[src/rtl/pipeline_pkg.sv]
// Shared definitions for the pipeline hazard controller.
//   REG_ADDR_W       : register-file address width
//   DRAIN_CYCLES_DEF : default number of cycles needed to empty EX/MEM/WB
//   hdu_state_e      : hazard unit FSM encoding
package pipeline_pkg;

  localparam int REG_ADDR_W       = 5;
  localparam int DRAIN_CYCLES_DEF = 3;

  typedef enum logic [1:0] {
    ST_RUN    = 2'b00,
    ST_DRAIN  = 2'b01,
    ST_HALTED = 2'b10
  } hdu_state_e;

endpackage

[src/rtl/hazard_detection_unit_if.sv]
// Signal bundle between the pipeline datapath and the hazard detection unit.
//   master : pipeline side, drives stage information, receives stall/flush
//   slave  : hazard unit side
//   i_enable        debug run/step enable
//   i_instr_rs_D/rt ID source registers
//   i_write_reg_E/M EX/MEM destination registers
//   i_reg_write_E, i_mem_to_reg_E, i_mem_to_reg_M  stage control bits
//   i_branch_D, i_branch_taken_D, i_halt_D          ID decode information
//   o_stall_F/D, o_flush_E/D                         pipeline control
//   o_halted, o_stall_cnt                            debug readout
interface hazard_detection_unit_if #(
  parameter int REG_ADDR_W = 5,
  parameter int CNT_W      = 16
);

  logic                  i_enable;
  logic [REG_ADDR_W-1:0] i_instr_rs_D;
  logic [REG_ADDR_W-1:0] i_instr_rt_D;
  logic [REG_ADDR_W-1:0] i_write_reg_E;
  logic                  i_reg_write_E;
  logic                  i_mem_to_reg_E;
  logic [REG_ADDR_W-1:0] i_write_reg_M;
  logic                  i_mem_to_reg_M;
  logic                  i_branch_D;
  logic                  i_branch_taken_D;
  logic                  i_halt_D;
  logic                  o_stall_F;
  logic                  o_stall_D;
  logic                  o_flush_E;
  logic                  o_flush_D;
  logic                  o_halted;
  logic [CNT_W-1:0]      o_stall_cnt;

  modport master (
    output i_enable, i_instr_rs_D, i_instr_rt_D, i_write_reg_E, i_reg_write_E,
           i_mem_to_reg_E, i_write_reg_M, i_mem_to_reg_M, i_branch_D,
           i_branch_taken_D, i_halt_D,
    input  o_stall_F, o_stall_D, o_flush_E, o_flush_D, o_halted, o_stall_cnt
  );

  modport slave (
    input  i_enable, i_instr_rs_D, i_instr_rt_D, i_write_reg_E, i_reg_write_E,
           i_mem_to_reg_E, i_write_reg_M, i_mem_to_reg_M, i_branch_D,
           i_branch_taken_D, i_halt_D,
    output o_stall_F, o_stall_D, o_flush_E, o_flush_D, o_halted, o_stall_cnt
  );

endinterface

[src/rtl/hazard_compare.sv]
// Combinational dependency detection for the instruction in ID.
//   rs, rt          ID source registers
//   write_reg_e/m   EX / MEM destination registers
//   reg_write_e     EX instruction writes the register file
//   mem_to_reg_e/m  EX / MEM instruction is a load
//   branch_d        ID holds a compare-in-ID branch
//   lu              load in EX feeds ID (forwarding cannot help)
//   br              branch compare needs a value not yet available in ID
module hazard_compare #(
  parameter int REG_ADDR_W = 5
) (
  input  logic [REG_ADDR_W-1:0] rs,
  input  logic [REG_ADDR_W-1:0] rt,
  input  logic [REG_ADDR_W-1:0] write_reg_e,
  input  logic [REG_ADDR_W-1:0] write_reg_m,
  input  logic                  reg_write_e,
  input  logic                  mem_to_reg_e,
  input  logic                  mem_to_reg_m,
  input  logic                  branch_d,
  output logic                  lu,
  output logic                  br
);

  logic e_match;
  logic m_match;

  // $zero is never a real producer, so it can never create a dependency.
  assign e_match = (write_reg_e != '0) && ((write_reg_e == rs) || (write_reg_e == rt));
  assign m_match = (write_reg_m != '0) && ((write_reg_m == rs) || (write_reg_m == rt));

  assign lu = mem_to_reg_e & e_match;
  // The branch comparator sits in ID, so any EX result and a MEM load result
  // arrive too late for it.
  assign br = branch_d & ((reg_write_e & e_match) | (mem_to_reg_m & m_match));

endmodule

[src/rtl/hazard_detection_unit.sv]
// Stall/flush controller for the 5-stage pipeline.
//   i_clk   pipeline clock
//   i_reset asynchronous active-low reset
//   bus     slave side of hazard_detection_unit_if (stage info in,
//           stall/flush/halted/stall count out)
// Stall/flush outputs are combinational from the current state and inputs;
// state, drain counter, o_halted and o_stall_cnt advance only when enabled.
//
// state     | meaning
// ST_RUN    | normal operation, hazards resolved by stalling/flushing
// ST_DRAIN  | HALT accepted, letting EX/MEM/WB empty
// ST_HALTED | pipeline empty, frozen until reset
module hazard_detection_unit #(
  parameter int REG_ADDR_W   = pipeline_pkg::REG_ADDR_W,
  parameter int DRAIN_CYCLES = pipeline_pkg::DRAIN_CYCLES_DEF,
  parameter int CNT_W        = 16
) (
  input  logic                   i_clk,
  input  logic                   i_reset,
  hazard_detection_unit_if.slave bus
);

  import pipeline_pkg::*;

  localparam int DW = (DRAIN_CYCLES > 1) ? $clog2(DRAIN_CYCLES) : 1;

  hdu_state_e       state;
  logic [DW-1:0]    drain_cnt;
  logic             halted_q;
  logic [CNT_W-1:0] stall_cnt_q;

  logic lu;
  logic br;
  logic stall;
  logic take_flush;
  logic halt_go;
  logic stall_fd;
  logic flush_e;
  logic flush_d;

  hazard_compare #(.REG_ADDR_W(REG_ADDR_W)) u_compare (
    .rs           (bus.i_instr_rs_D),
    .rt           (bus.i_instr_rt_D),
    .write_reg_e  (bus.i_write_reg_E),
    .write_reg_m  (bus.i_write_reg_M),
    .reg_write_e  (bus.i_reg_write_E),
    .mem_to_reg_e (bus.i_mem_to_reg_E),
    .mem_to_reg_m (bus.i_mem_to_reg_M),
    .branch_d     (bus.i_branch_D),
    .lu           (lu),
    .br           (br)
  );

  assign stall      = lu | br;
  assign take_flush = bus.i_branch_taken_D & bus.i_branch_D;
  // A HALT waiting behind a stall or a squashed slot is not accepted yet.
  assign halt_go    = (state == ST_RUN) && !stall && !take_flush && bus.i_halt_D;

  always_comb begin
    stall_fd = 1'b0;
    flush_e  = 1'b0;
    flush_d  = 1'b0;
    // Gating with reset keeps every output at 0 while reset is held.
    if (i_reset) begin
      case (state)
        ST_DRAIN, ST_HALTED: begin
          stall_fd = 1'b1;
          flush_e  = 1'b1;
        end
        default: begin
          if (stall) begin
            stall_fd = 1'b1;
            flush_e  = 1'b1;
          end else if (take_flush) begin
            flush_d = 1'b1;
          end else if (bus.i_halt_D) begin
            stall_fd = 1'b1;
            flush_e  = 1'b1;
          end
        end
      endcase
    end
  end

  always_ff @(posedge i_clk or negedge i_reset) begin
    if (!i_reset) begin
      state       <= ST_RUN;
      drain_cnt   <= '0;
      halted_q    <= 1'b0;
      stall_cnt_q <= '0;
    end else if (bus.i_enable) begin
      case (state)
        ST_RUN: begin
          if (stall_fd && !(&stall_cnt_q)) begin
            stall_cnt_q <= stall_cnt_q + 1'b1;
          end
          if (halt_go) begin
            state     <= ST_DRAIN;
            drain_cnt <= DW'(DRAIN_CYCLES - 1);
          end
        end
        ST_DRAIN: begin
          if (drain_cnt == '0) begin
            state    <= ST_HALTED;
            halted_q <= 1'b1;
          end else begin
            drain_cnt <= drain_cnt - 1'b1;
          end
        end
        ST_HALTED: begin
          halted_q <= 1'b1;
        end
        default: begin
          state    <= ST_RUN;
          halted_q <= 1'b0;
        end
      endcase
    end
  end

  assign bus.o_stall_F   = stall_fd;
  assign bus.o_stall_D   = stall_fd;
  assign bus.o_flush_E   = flush_e;
  assign bus.o_flush_D   = flush_d;
  assign bus.o_halted    = halted_q;
  assign bus.o_stall_cnt = stall_cnt_q;

endmodule

[src/flat_wrapper.sv]
// flat-port wrapper written by rule: the top's interface ports become plain ports
module hazard_detection_unit_flat import pipeline_pkg::*;
#(
  parameter int REG_ADDR_W   = pipeline_pkg::REG_ADDR_W,
  parameter int DRAIN_CYCLES = pipeline_pkg::DRAIN_CYCLES_DEF,
  parameter int CNT_W        = 16
)
  (i_clk, i_reset, bus_i_enable, bus_i_instr_rs_D, bus_i_instr_rt_D, bus_i_write_reg_E, bus_i_reg_write_E, bus_i_mem_to_reg_E, bus_i_write_reg_M, bus_i_mem_to_reg_M, bus_i_branch_D, bus_i_branch_taken_D, bus_i_halt_D, bus_o_stall_F, bus_o_stall_D, bus_o_flush_E, bus_o_flush_D, bus_o_halted, bus_o_stall_cnt);
  hazard_detection_unit_if #(.REG_ADDR_W(REG_ADDR_W), .CNT_W(CNT_W)) bus_i ();
  input  logic i_clk;
  input  logic i_reset;
  input wire logic [$bits(bus_i.i_enable)-1:0] bus_i_enable;
  input wire logic [$bits(bus_i.i_instr_rs_D)-1:0] bus_i_instr_rs_D;
  input wire logic [$bits(bus_i.i_instr_rt_D)-1:0] bus_i_instr_rt_D;
  input wire logic [$bits(bus_i.i_write_reg_E)-1:0] bus_i_write_reg_E;
  input wire logic [$bits(bus_i.i_reg_write_E)-1:0] bus_i_reg_write_E;
  input wire logic [$bits(bus_i.i_mem_to_reg_E)-1:0] bus_i_mem_to_reg_E;
  input wire logic [$bits(bus_i.i_write_reg_M)-1:0] bus_i_write_reg_M;
  input wire logic [$bits(bus_i.i_mem_to_reg_M)-1:0] bus_i_mem_to_reg_M;
  input wire logic [$bits(bus_i.i_branch_D)-1:0] bus_i_branch_D;
  input wire logic [$bits(bus_i.i_branch_taken_D)-1:0] bus_i_branch_taken_D;
  input wire logic [$bits(bus_i.i_halt_D)-1:0] bus_i_halt_D;
  output wire logic [$bits(bus_i.o_stall_F)-1:0] bus_o_stall_F;
  output wire logic [$bits(bus_i.o_stall_D)-1:0] bus_o_stall_D;
  output wire logic [$bits(bus_i.o_flush_E)-1:0] bus_o_flush_E;
  output wire logic [$bits(bus_i.o_flush_D)-1:0] bus_o_flush_D;
  output wire logic [$bits(bus_i.o_halted)-1:0] bus_o_halted;
  output wire logic [$bits(bus_i.o_stall_cnt)-1:0] bus_o_stall_cnt;
  assign bus_i.i_enable = bus_i_enable;
  assign bus_i.i_instr_rs_D = bus_i_instr_rs_D;
  assign bus_i.i_instr_rt_D = bus_i_instr_rt_D;
  assign bus_i.i_write_reg_E = bus_i_write_reg_E;
  assign bus_i.i_reg_write_E = bus_i_reg_write_E;
  assign bus_i.i_mem_to_reg_E = bus_i_mem_to_reg_E;
  assign bus_i.i_write_reg_M = bus_i_write_reg_M;
  assign bus_i.i_mem_to_reg_M = bus_i_mem_to_reg_M;
  assign bus_i.i_branch_D = bus_i_branch_D;
  assign bus_i.i_branch_taken_D = bus_i_branch_taken_D;
  assign bus_i.i_halt_D = bus_i_halt_D;
  assign bus_o_stall_F = bus_i.o_stall_F;
  assign bus_o_stall_D = bus_i.o_stall_D;
  assign bus_o_flush_E = bus_i.o_flush_E;
  assign bus_o_flush_D = bus_i.o_flush_D;
  assign bus_o_halted = bus_i.o_halted;
  assign bus_o_stall_cnt = bus_i.o_stall_cnt;
  hazard_detection_unit #(.REG_ADDR_W(REG_ADDR_W), .DRAIN_CYCLES(DRAIN_CYCLES), .CNT_W(CNT_W)) u_core (.i_clk(i_clk), .i_reset(i_reset), .bus(bus_i));
endmodule
[config.mk]
export PLATFORM = sky130hd
export DESIGN_NAME = hazard_detection_unit_flat
export DESIGN_NICKNAME = d
export VERILOG_FILES = /design/src/rtl/pipeline_pkg.sv /design/src/rtl/hazard_detection_unit_if.sv /design/src/rtl/hazard_compare.sv /design/src/rtl/hazard_detection_unit.sv /design/src/flat_wrapper.sv
export SDC_FILE = /design/constraint.sdc
export NUM_CORES = 1
export LEC_CHECK = 0
export CAP_MARGIN = 25
export CORE_MARGIN = 10
export CORE_UTILIZATION = 41
export DETAILED_ROUTE_END_ITERATION = 7
export HOLD_SLACK_MARGIN = 0.08
export PLACE_DENSITY = 0.76
export SLEW_MARGIN = 5
export SYNTH_ARGS = -nofsm -noshare
export SYNTH_HDL_FRONTEND = slang
export SYNTH_SLANG_ARGS = --single-unit
[constraint.sdc]
create_clock -name i_clk -period 1.9 [get_ports i_clk]
set_input_delay 0.285 -clock i_clk [delete_from_list [all_inputs] [get_ports i_clk]]
set_output_delay 0.285 -clock i_clk [all_outputs]
set_load 0.005 [all_outputs]
==> impl_metrics.ini <==
[placement]
portBuffers = 49
dp.cells = 269
hpwl_um = 3640
placed_cell_area_um2 = 2250
place_congestion = 0.840
post-place-ws_ns = -0.770

[grt]
antenna_found_initial = 0
grt_pass1_vias = 1550
grt_max_degree = 16
grt-ovfl-total = 0
grt_usage = 0.147
grt_pass1_wl_um = 7620

[detailed_routing]
wl_per_cell_um = 17.4
dr.pass1.iters = 4
avgViaCountPerCell = 5.21
antenna_left = 0
drc_errors = 0
wl_um = 4940
first_iter_violations = 116
num_vias = 1481

[synthesis]
ys_seq_elements = 21
synth_fp_nets = 184
syn-cell-area_um2 = 1490
synth_area_per_cell_um2 = 9.92
synth_edf_count = 0
ys_warn_count = 0
synth_async_sr_flop_share = 1.00
syn_inst = 150
synthFlopType = dfrtp_1
seq_area_frac_synth = 0.353
synthDistinctLibCells = 34

[final_layout]
antenna_cells = 0
nets = 273
most-common-layout-cells = buf_4 (34), clkdlybuf4s50_1 (25), dfrtp_1 (21)
fillers = 253
instances_no_fill = 284
layout_commonest_cell = buf_4
syn_to_final_growth_pct = 63.5
final_area_um2 = 2430
postLayoutCoreUtil = 0.712
drive_gt1_frac = 0.399

[floorplan]
die_w_um = 80.2
fp-row-count = 21
die_h_um = 80.2
core_area_um2 = 3420
initial_core_util = 0.436
io_pins = 50
die_area_um2 = 6440

[timing]
fin_crit_sh = 1.06
fmax_mhz = 496
setup_violations = 4
setup_slack_ns = -0.116
hold_viol = 0
worstMarginPinSlew_ns = 0.409
slew-limit-headroom = 0.725
holdWs_ns = 0.378
timing_max_transition_violations_final = 0
rsz0062_at_grt = yes
finClkSkew_ns = 0.00829
min_period_ns = 2.02
finalSetupTns_ns = -0.327

[critical_path]
worst_r2r_path_depth = 10
cp_cell_sequence = buf_6 > buf_6 > xor2_2 > nor3_2 > a22oi_2 > buf_4 > o221ai_4 > and2_4 > buf_6 > buf_6
crit_type = input pin to output port
crit_path_end = bus_o_stall_F
crit_buf_inv = 5
cp.required_ns = 1.62
cpPeakStageDelay_ns = 0.24
worst-path-max-fanout = 2
r2r_start = u_core.state[0]$_DFFE_PN0P_
r2r-end = u_core.drain_cnt[1]$_DFFE_PN0P_
crit_family = buffers and inverters
critPathLaunchType = input pin
critPathLaunch = bus_i_write_reg_M[2]
worst_path_most_repeated_cell = buf_6
crit_cells = 10
crit_arrival_ns = 1.73
slowest_stage = nor3_2
ff2ff_setup_slack_ns = 0.02
end_kind = output port

[status]
status = finished with violations
violations = setup timing

[clock_network]
cts-root-buf = clkbuf_4
path_clk_slew_ns = 0.12
tritoncts = yes
clkSinkCount = 21
clk-insertion-delay-late_ns = 0.32
cts_max_level = 1
ctsHoldBuffers = 0
ctsLongestPathBuffers = 2
cts_buffers = 3

[power_and_ir_drop]
cellLeakagePower_nw = 1.06
ir_drop_mv = 0.349
p_per_area_nw_per_um2 = 373
power.total_mw = 0.908

[job]
cap_violations = 0

[worst_hold_path]
holdCritPathClass = input pin to asynchronous set/reset pin
==> per-layer routing <==
metal	GRT usage	routed length (µm)
met3	0.0356	340
met5	0	0
met2	0.267	2600
met4	0.0335	83
met1	0.167	1910
==> worst min-delay path by stage <==
stage,cells after the start,to,start,slack [ns]
4_1_cts,2,u_core.bus.o_stall_cnt[11]$_DFFE_PN0P_,i_reset,0.38
6_report,2,u_core.bus.o_stall_cnt[10]$_DFFE_PN0P_,i_reset,0.38
5_1_grt,2,u_core.bus.o_stall_cnt[11]$_DFFE_PN0P_,i_reset,0.39
3_3_place_gp,1,u_core.bus.o_stall_cnt[4]$_DFFE_PN0P_,u_core.bus.o_stall_cnt[4]$_DFFE_PN0P_,0.48
3_5_place_dp,1,u_core.bus.o_stall_cnt[4]$_DFFE_PN0P_,u_core.bus.o_stall_cnt[4]$_DFFE_PN0P_,0.49
2_1_floorplan,0,u_core.bus.o_halted$_DFFE_PN0P_,i_reset,-0.01
==> repair_timing <==
action | CTS | global route
pin swaps | 17 | 16
resized for setup | 97 | 24
setup buffers | 10 | 2
endpoints found under the setup margin | 21 | 8
==> report_power, final <==
group / internal, mW / switching [mW]
combinational: 0.125 / 0.114
clock: 0.0788 / 0.144
sequential: 0.447 / 0.0000000000000000611
==> state kept, by name, summed over array words and instances (netlist names) <==
signal / count
u_core.bus.o_stall_cnt: 16
u_core.drain_cnt: 2
u_core.state: 2
u_core.bus.o_halted: 1
==> layout make-up <==
type                       count  area (µm²)  share of cell area
timing repair buffer          89         754               0.310
sequential                    21         526               0.216
clock buffer                   3        22.5             0.00926
inverter                       6        25.0              0.0103
multi-input combinational    118        1040               0.428
tap                           46        57.6              0.0237
clock inverter                 1        5.00             0.00206
==> cells in the mapped netlist (all sizes together) (3+ instances only) <==
cell type   n  area, µm²
nand2       8       30.0
and3       11       73.8
o21ai       3       18.8
xor2       20        175
ha          5       62.6
nor3        6       30.0
nor2        8       30.0
dfrtp      21        526
xnor2      15        131
inv         6       22.5
buf         3       26.3
mux2        3       33.8
nand3      12       60.1
nand4       7       43.8
==> cell families after synthesis <==
logic type / Yosys count / share of synthesized area
multiplexers: 5 / 0.0362
XOR/XNOR: 35 / 0.206
flip-flops: 21 / 0.353
AO/OA/AOI/OAI: 15 / 0.106
buffers and inverters: 11 / 0.0378
AND/OR/NAND/NOR: 58 / 0.219
adder cells (fa/ha/maj): 5 / 0.0421
Note: power is estimated with default switching activity, not from simulation.
